--- src/rtl/ring_counter_gen.sv ---
// ---------------------------------------------------------------------------
// ring_counter_gen
//
// Self-correcting ring / Johnson sequencer for phase selection and scan
// strobes. The counter rotates a one-hot pattern (ring) or a twisted-ring
// thermometer pattern (Johnson). Shift direction, enable and parallel load
// are selectable at runtime. Illegal states are flagged and, optionally,
// replaced by the base pattern.
//
// Parameters
//   WIDTH        counter width in bits (2..32)
//   SELF_CORRECT 1: an illegal state is replaced by the base pattern on the
//                   next enabled cycle
//                0: an illegal state shifts unchanged and is only flagged
//
// Ports
//   clk       clock, rising edge
//   rst       synchronous, active-high reset
//   en        advance one step this cycle
//   mode      0 = ring (one-hot rotate), 1 = Johnson (twisted ring)
//   dir       0 = shift toward MSB, 1 = shift toward LSB
//   load      parallel load of load_val this cycle
//   load_val  value to load
//   q         registered counter state
//   valid     q is legal for the registered mode (decoded from registers)
//   wrap      registered one-cycle pulse: an enabled legal shift returned q
//             to the base pattern
//   err       sticky illegal-state flag, cleared only by rst
// ---------------------------------------------------------------------------
module ring_counter_gen #(
    parameter int WIDTH        = 4,
    parameter bit SELF_CORRECT = 1'b1
) (
    input  logic             clk,
    input  logic             rst,
    input  logic             en,
    input  logic             mode,
    input  logic             dir,
    input  logic             load,
    input  logic [WIDTH-1:0] load_val,
    output logic [WIDTH-1:0] q,
    output logic             valid,
    output logic             wrap,
    output logic             err
);

    // Base pattern: ring starts with bit 0 set, Johnson starts all zeros.
    function automatic logic [WIDTH-1:0] base_pat(input logic m);
        logic [WIDTH-1:0] b;
        b = '0;
        if (!m) b[0] = 1'b1;
        return b;
    endfunction

    // Ring: exactly one bit set. Johnson: at most one transition between
    // adjacent bits, which admits exactly the 2*WIDTH thermometer states.
    function automatic logic is_legal(input logic [WIDTH-1:0] v, input logic m);
        int cnt;
        cnt = 0;
        if (!m) begin
            for (int i = 0; i < WIDTH; i++)
                if (v[i]) cnt = cnt + 1;
            return (cnt == 1);
        end
        for (int i = 0; i < WIDTH - 1; i++)
            if (v[i] != v[i+1]) cnt = cnt + 1;
        return (cnt <= 1);
    endfunction

    // One step of the sequence; Johnson feeds back the inverted outgoing bit.
    function automatic logic [WIDTH-1:0] shift_pat(input logic [WIDTH-1:0] v,
                                                   input logic m,
                                                   input logic d);
        logic [WIDTH-1:0] s;
        if (!d) s = {v[WIDTH-2:0], (m ? ~v[WIDTH-1] : v[WIDTH-1])};
        else    s = {(m ? ~v[0] : v[0]), v[WIDTH-1:1]};
        return s;
    endfunction

    logic [WIDTH-1:0] r_q;
    logic             r_mode;
    logic             r_wrap;
    logic             r_err;

    logic [WIDTH-1:0] w_q_nxt;
    logic             w_mode_nxt;
    logic             w_wrap_nxt;
    logic             w_err_nxt;
    logic             w_legal;
    logic [WIDTH-1:0] w_shift;
    logic [WIDTH-1:0] w_base_cur;

    assign w_legal    = is_legal(r_q, r_mode);
    assign w_shift    = shift_pat(r_q, r_mode, dir);
    assign w_base_cur = base_pat(r_mode);

    // Next-state decode. Priority below reset: mode change > load > en > hold.
    always_comb begin
        w_q_nxt    = r_q;
        w_mode_nxt = r_mode;
        w_wrap_nxt = 1'b0;
        w_err_nxt  = r_err;
        if (mode != r_mode) begin
            // Restart the sequence cleanly in the new mode; load/en ignored.
            w_q_nxt    = base_pat(mode);
            w_mode_nxt = mode;
        end else if (load) begin
            // The loaded value itself is judged on a later enabled cycle;
            // only the state being overwritten is checked here.
            w_q_nxt = load_val;
            if (!w_legal) w_err_nxt = 1'b1;
        end else if (en) begin
            if (!w_legal) begin
                w_err_nxt = 1'b1;
                w_q_nxt   = SELF_CORRECT ? w_base_cur : w_shift;
            end else begin
                w_q_nxt    = w_shift;
                w_wrap_nxt = (w_shift == w_base_cur);
            end
        end
    end

    always_ff @(posedge clk) begin
        if (rst) begin
            r_q    <= base_pat(mode);
            r_mode <= mode;
            r_wrap <= 1'b0;
            r_err  <= 1'b0;
        end else begin
            r_q    <= w_q_nxt;
            r_mode <= w_mode_nxt;
            r_wrap <= w_wrap_nxt;
            r_err  <= w_err_nxt;
        end
    end

    assign q     = r_q;
    assign valid = w_legal;
    assign wrap  = r_wrap;
    assign err   = r_err;

endmodule

--- config.mk ---
export PLATFORM = sky130hd
export DESIGN_NAME = ring_counter_gen
export DESIGN_NICKNAME = d
export VERILOG_FILES = /design/src/rtl/ring_counter_gen.sv
export SDC_FILE = /design/constraint.sdc
export NUM_CORES = 1
export LEC_CHECK = 0
export ABC_CLOCK_PERIOD_IN_PS = 4950
export CAP_MARGIN = 20
export CORE_ASPECT_RATIO = 0.9
export CORE_MARGIN = 2
export CORE_UTILIZATION = 40
export CTS_CLUSTER_SIZE = 24
export DETAILED_ROUTE_END_ITERATION = 12
export PLACE_DENSITY = 0.66
export SLEW_MARGIN = 20
export SYNTH_ARGS = -nofsm -noshare
export SYNTH_HDL_FRONTEND = slang
export SYNTH_SLANG_ARGS = --single-unit
--- constraint.sdc ---
create_clock -name clk -period 4.95 [get_ports clk]
set_input_delay 0.99 -clock clk [delete_from_list [all_inputs] [get_ports clk]]
set_output_delay 0.99 -clock clk [all_outputs]
set_load 0.01 [all_outputs]
==> key figures <==
STA
  – Unrepaired setup endpoints after global routing: true
  – Shortest period the worst path allows: 4.98 ns
  – Fin crit share: 101%
  – Worst Slack Setup Final: -0.0299 ns
  – Count of pins over their slew limit: 0
  – Slew @ Worst Pin: 0.557 ns
  – TNS Setup: -0.0299 ns
  – Fin Clk Skew: 0.00221 ns
  – Worst slew margin relative to its limit: 62.8%
  – Setup-violating endpoint count in the final report: 1
  – Final hold viol count: 0
  – Peak Freq: 201 MHz

Clock tree
  – Clock transition at the registers of the reported paths: 0.05 ns
  – H-tree levels: 1
  – Worst skew pair latency: 0.26 ns
  – Worst-case clock buffer depth: 2
  – Number of buffers created by CTS: 3
  – Clock Tree Root: sky130_fd_sc_hd__clkbuf_4
  – Sink count of the clock tree: 7
  – Clock tree from TritonCTS: done

Critical path
  – Critical Path Fanout Max: 3
  – Logic depth of the worst register-to-register path: 18
  – Slowest stage cell on the critical path: sky130_fd_sc_hd__edfxtp_1
  – Crit Reg-Reg Endpoint: q[0]
  – Category of the most critical setup path: register to output pin
  – Arr. time, crit path: 3.99 ns
  – Most numerous cell on the critical path: sky130_fd_sc_hd__ha_4
  – Start point of the critical path: q[0]
  – Worst setup SP type: register
  – Cell breakdown of the critical path: ha_2 > and2b_1 > or2_4 > ha_4 > nor2b_4 > nor3_2 > ha_1 > a32oi_2 > nand2_2 > ha_4 > mux2_4 > ha_4 > a221oi_2 > a31oi_1 > a311oi_1 > o221ai_2 > inv_1 > buf_2
  – Reg2reg start: q[0]
  – Max stage delay on crit path: 0.42 ns
  – Nature of the critical path endpoint: output pin
  – Termination of the worst setup path: valid
  – Worst path required time: 3.96 ns
  – Register-to-register setup slack: 0.88 ns

Outcome
  – Violations in the final reports: negative setup slack
  – Run status: complete, but fails checks

Detailed routing
  – Initial detailed-routing violation count: 32
  – Routed via count: 1042
  – DRC Markers: 0
  – Antenna Nets Post-Route: 0
  – Routed wire length per instance: 14.5 um
  – Total wirelength of the detailed-routed design: 2710 um
  – Detailed Routing Iterations Pass 1: 4
  – Via/cell ratio: 5.57

Cells and area
  – Sequential Area: 164 sq um
  – Area overhead of the layout relative to synthesis: 44.3%
  – Post-layout instance area: 0.00141 sq mm
  – Final Net Count: 177
  – Ratio of cells with drive above 1 in the final layout: 33.8%
  – Fill cell count: 195
  – Combined area of the multi-input logic cells: 821 sq um
  – Antenna cell count: 0

Synthesis
  – Synthesized area per cell: 7.82 sq um
  – Largest area contributor in the netlist: sky130_fd_sc_hd__dfxtp_1
  – EDFF count, synth: 2
  – Number of synthesized register bits: 7
  – Post-synthesis sequential area ratio: 16.4%
  – Synth cell types: 46
  – Proportion of netlist area held by the largest area contributor: 10.2%
  – Warnings, synthesis: 0
  – Synthesized Nets: 141
  – Area of the mapped netlist: 977 sq um
  – Predominant post-synthesis flop cell: sky130_fd_sc_hd__dfxtp_1
  – Syn Inst Count: 125
  – Biggest area contributors in the synthesized netlist: sky130_fd_sc_hd__dfxtp_1, sky130_fd_sc_hd__ha_1, sky130_fd_sc_hd__edfxtp_1
  – Proportion of synthesized flip-flops having asynchronous set or reset: 0%

Place
  – Final HPWL from detailed placement: 1990 um
  – Cell area reported after detailed placement: 0.00127 sq mm
  – Routability congestion estimate: 0.808
  – Count of input and output buffers: 16

Global routing
  – First-pass GRT wire length: 4240 um
  – Largest net degree at the start of global routing: 20
  – Via count of the first global-routing pass: 946
  – Number of antenna violations at the first check in global routing: 0
  – GR Util All Layers: 18.9%
  – Final global-route overflow total: 0

Floorplanning
  – Full die area: 0.00285 sq mm
  – Count of pins on the block boundary: 17
  – Die Width: 56.1 um
  – Core Box Area: 0.00224 sq mm
  – Initial Util: 43.6%
  – Row count: 16
  – Height of the die: 50.9 um

Pwr
  – IR drop worst, VDD: 0.188 mV
  – P per Cell Area: 246 mW/mm^2
  – Leakage power of the design: 0.584 nW

Hold path
  – Class of the tightest hold or removal check: register to register

Run
  – Maxcap violations: 0
[timing repair]
item                                    in CTS  in global routing
hold buffers                                 0                  0
buffers inserted                             5                  0
endpoints found under the hold margin        0                  0
pin swaps                                    9                  0
endpoints found under the setup margin       1                  1
gates resized for setup                     16                  1
[registers in the layout, summed over array words and instances, names as in the netlist]
register  count
q             4
err           1
r_mode        1
wrap          1
[Yosys cell counts (all sizes together), types with 2 or more instances]
cell / count
xor2: 4
clkbuf: 2
edfxtp: 2
nor3b: 2
buf: 7
o211ai: 5
nand2b: 3
inv: 8
mux2: 2
ha: 6
or2: 4
nor2: 8
xnor2: 3
a21oi: 9
nor3: 4
nand2: 10
nand4: 3
dfxtp: 5
and3: 3
o21ai: 9
nand3: 2
nor2b: 6
[metrics by stage]
step           hold WS, ns  setup WS, ns  power [mW]  util [%]  cells
2_1_floorplan        0.510       0.00194       0.183         -    125
4_1_cts              0.490      -0.00551       0.340      62.3    187
3_5_place_dp         0.477        -0.547       0.255      56.8    178
3_3_place_gp         0.453        -0.472       0.247      56.8    178
6_report             0.476       -0.0299       0.347      62.9    187
5_1_grt              0.511        -0.222       0.369      62.9    187
[power breakdown]
part | leakage [nW] | internal, mW | switching (mW)
logic | 0.507 | 0.118 | 0.104
clock network | 0.0150 | 0.0309 | 0.0233
registers | 0.0620 | 0.0642 | 0.00567
total | 0.584 | 0.213 | 0.133
[placed cells by master, fill, tap and decap left out, drive strengths merged, types with 5 or more instances in the layout]
cell type / Yosys / routed
buf: 7 / 25
clkdlybuf4s50: 0 / 15
nand2: 10 / 10
o21ai: 9 / 9
a21oi: 9 / 9
inv: 8 / 8
nor2: 8 / 8
nor2b: 6 / 6
ha: 6 / 6
o211ai: 5 / 5
dfxtp: 5 / 5
[logic make-up after synthesis]
group           after synthesis  synth area share [%]
buf+inv                      17                  9.60
mux                           3                  3.71
fa+ha+maj                     6                  7.68
compound gates               32                  22.3
flops                         7                  16.4
xor+xnor                      9                  11.4
simple gates                 51                  28.9
[area by class of cell]
| type | instances | area share, % |
|---|---|---|
| multi-input cells | 101 | 58.2 |
| repair buffers | 40 | 23.8 |
| well taps | 27 | 2.40 |
| clock buffers | 4 | 1.86 |
| flip-flops and latches | 7 | 11.6 |
| inverters | 8 | 2.13 |
[worst min path at each step]
stage	start	endpoint	slack (ns)	cells past startpoint
2_1_floorplan	err	err	0.51	1
3_3_place_gp	err	err	0.45	1
3_5_place_dp	err	err	0.48	1
4_1_cts	err	err	0.49	1
5_1_grt	err	err	0.51	1
6_report	err	err	0.48	1
[routing by layer]
metal	share of wire, %	track usage [%]	wire length, um	up-vias
met3	7.3	4.30	198	2
met2	49	32.7	1330	44
met4	0.18	1.98	5	0
li1	-	-	-	515
met1	43	24.9	1180	481
met5	0	0	0	-
[worst max-delay path, delay by kind of cell, from the launching register on]
kind / cells / cell delay (ns)
flops: 1 / 0.42
fa+ha+maj: 5 / 1.24
buf+inv: 2 / 0.19
compound gates: 5 / 0.91
mux: 1 / 0.27
simple gates: 5 / 0.69
Power figures use the tool's default switching activity.
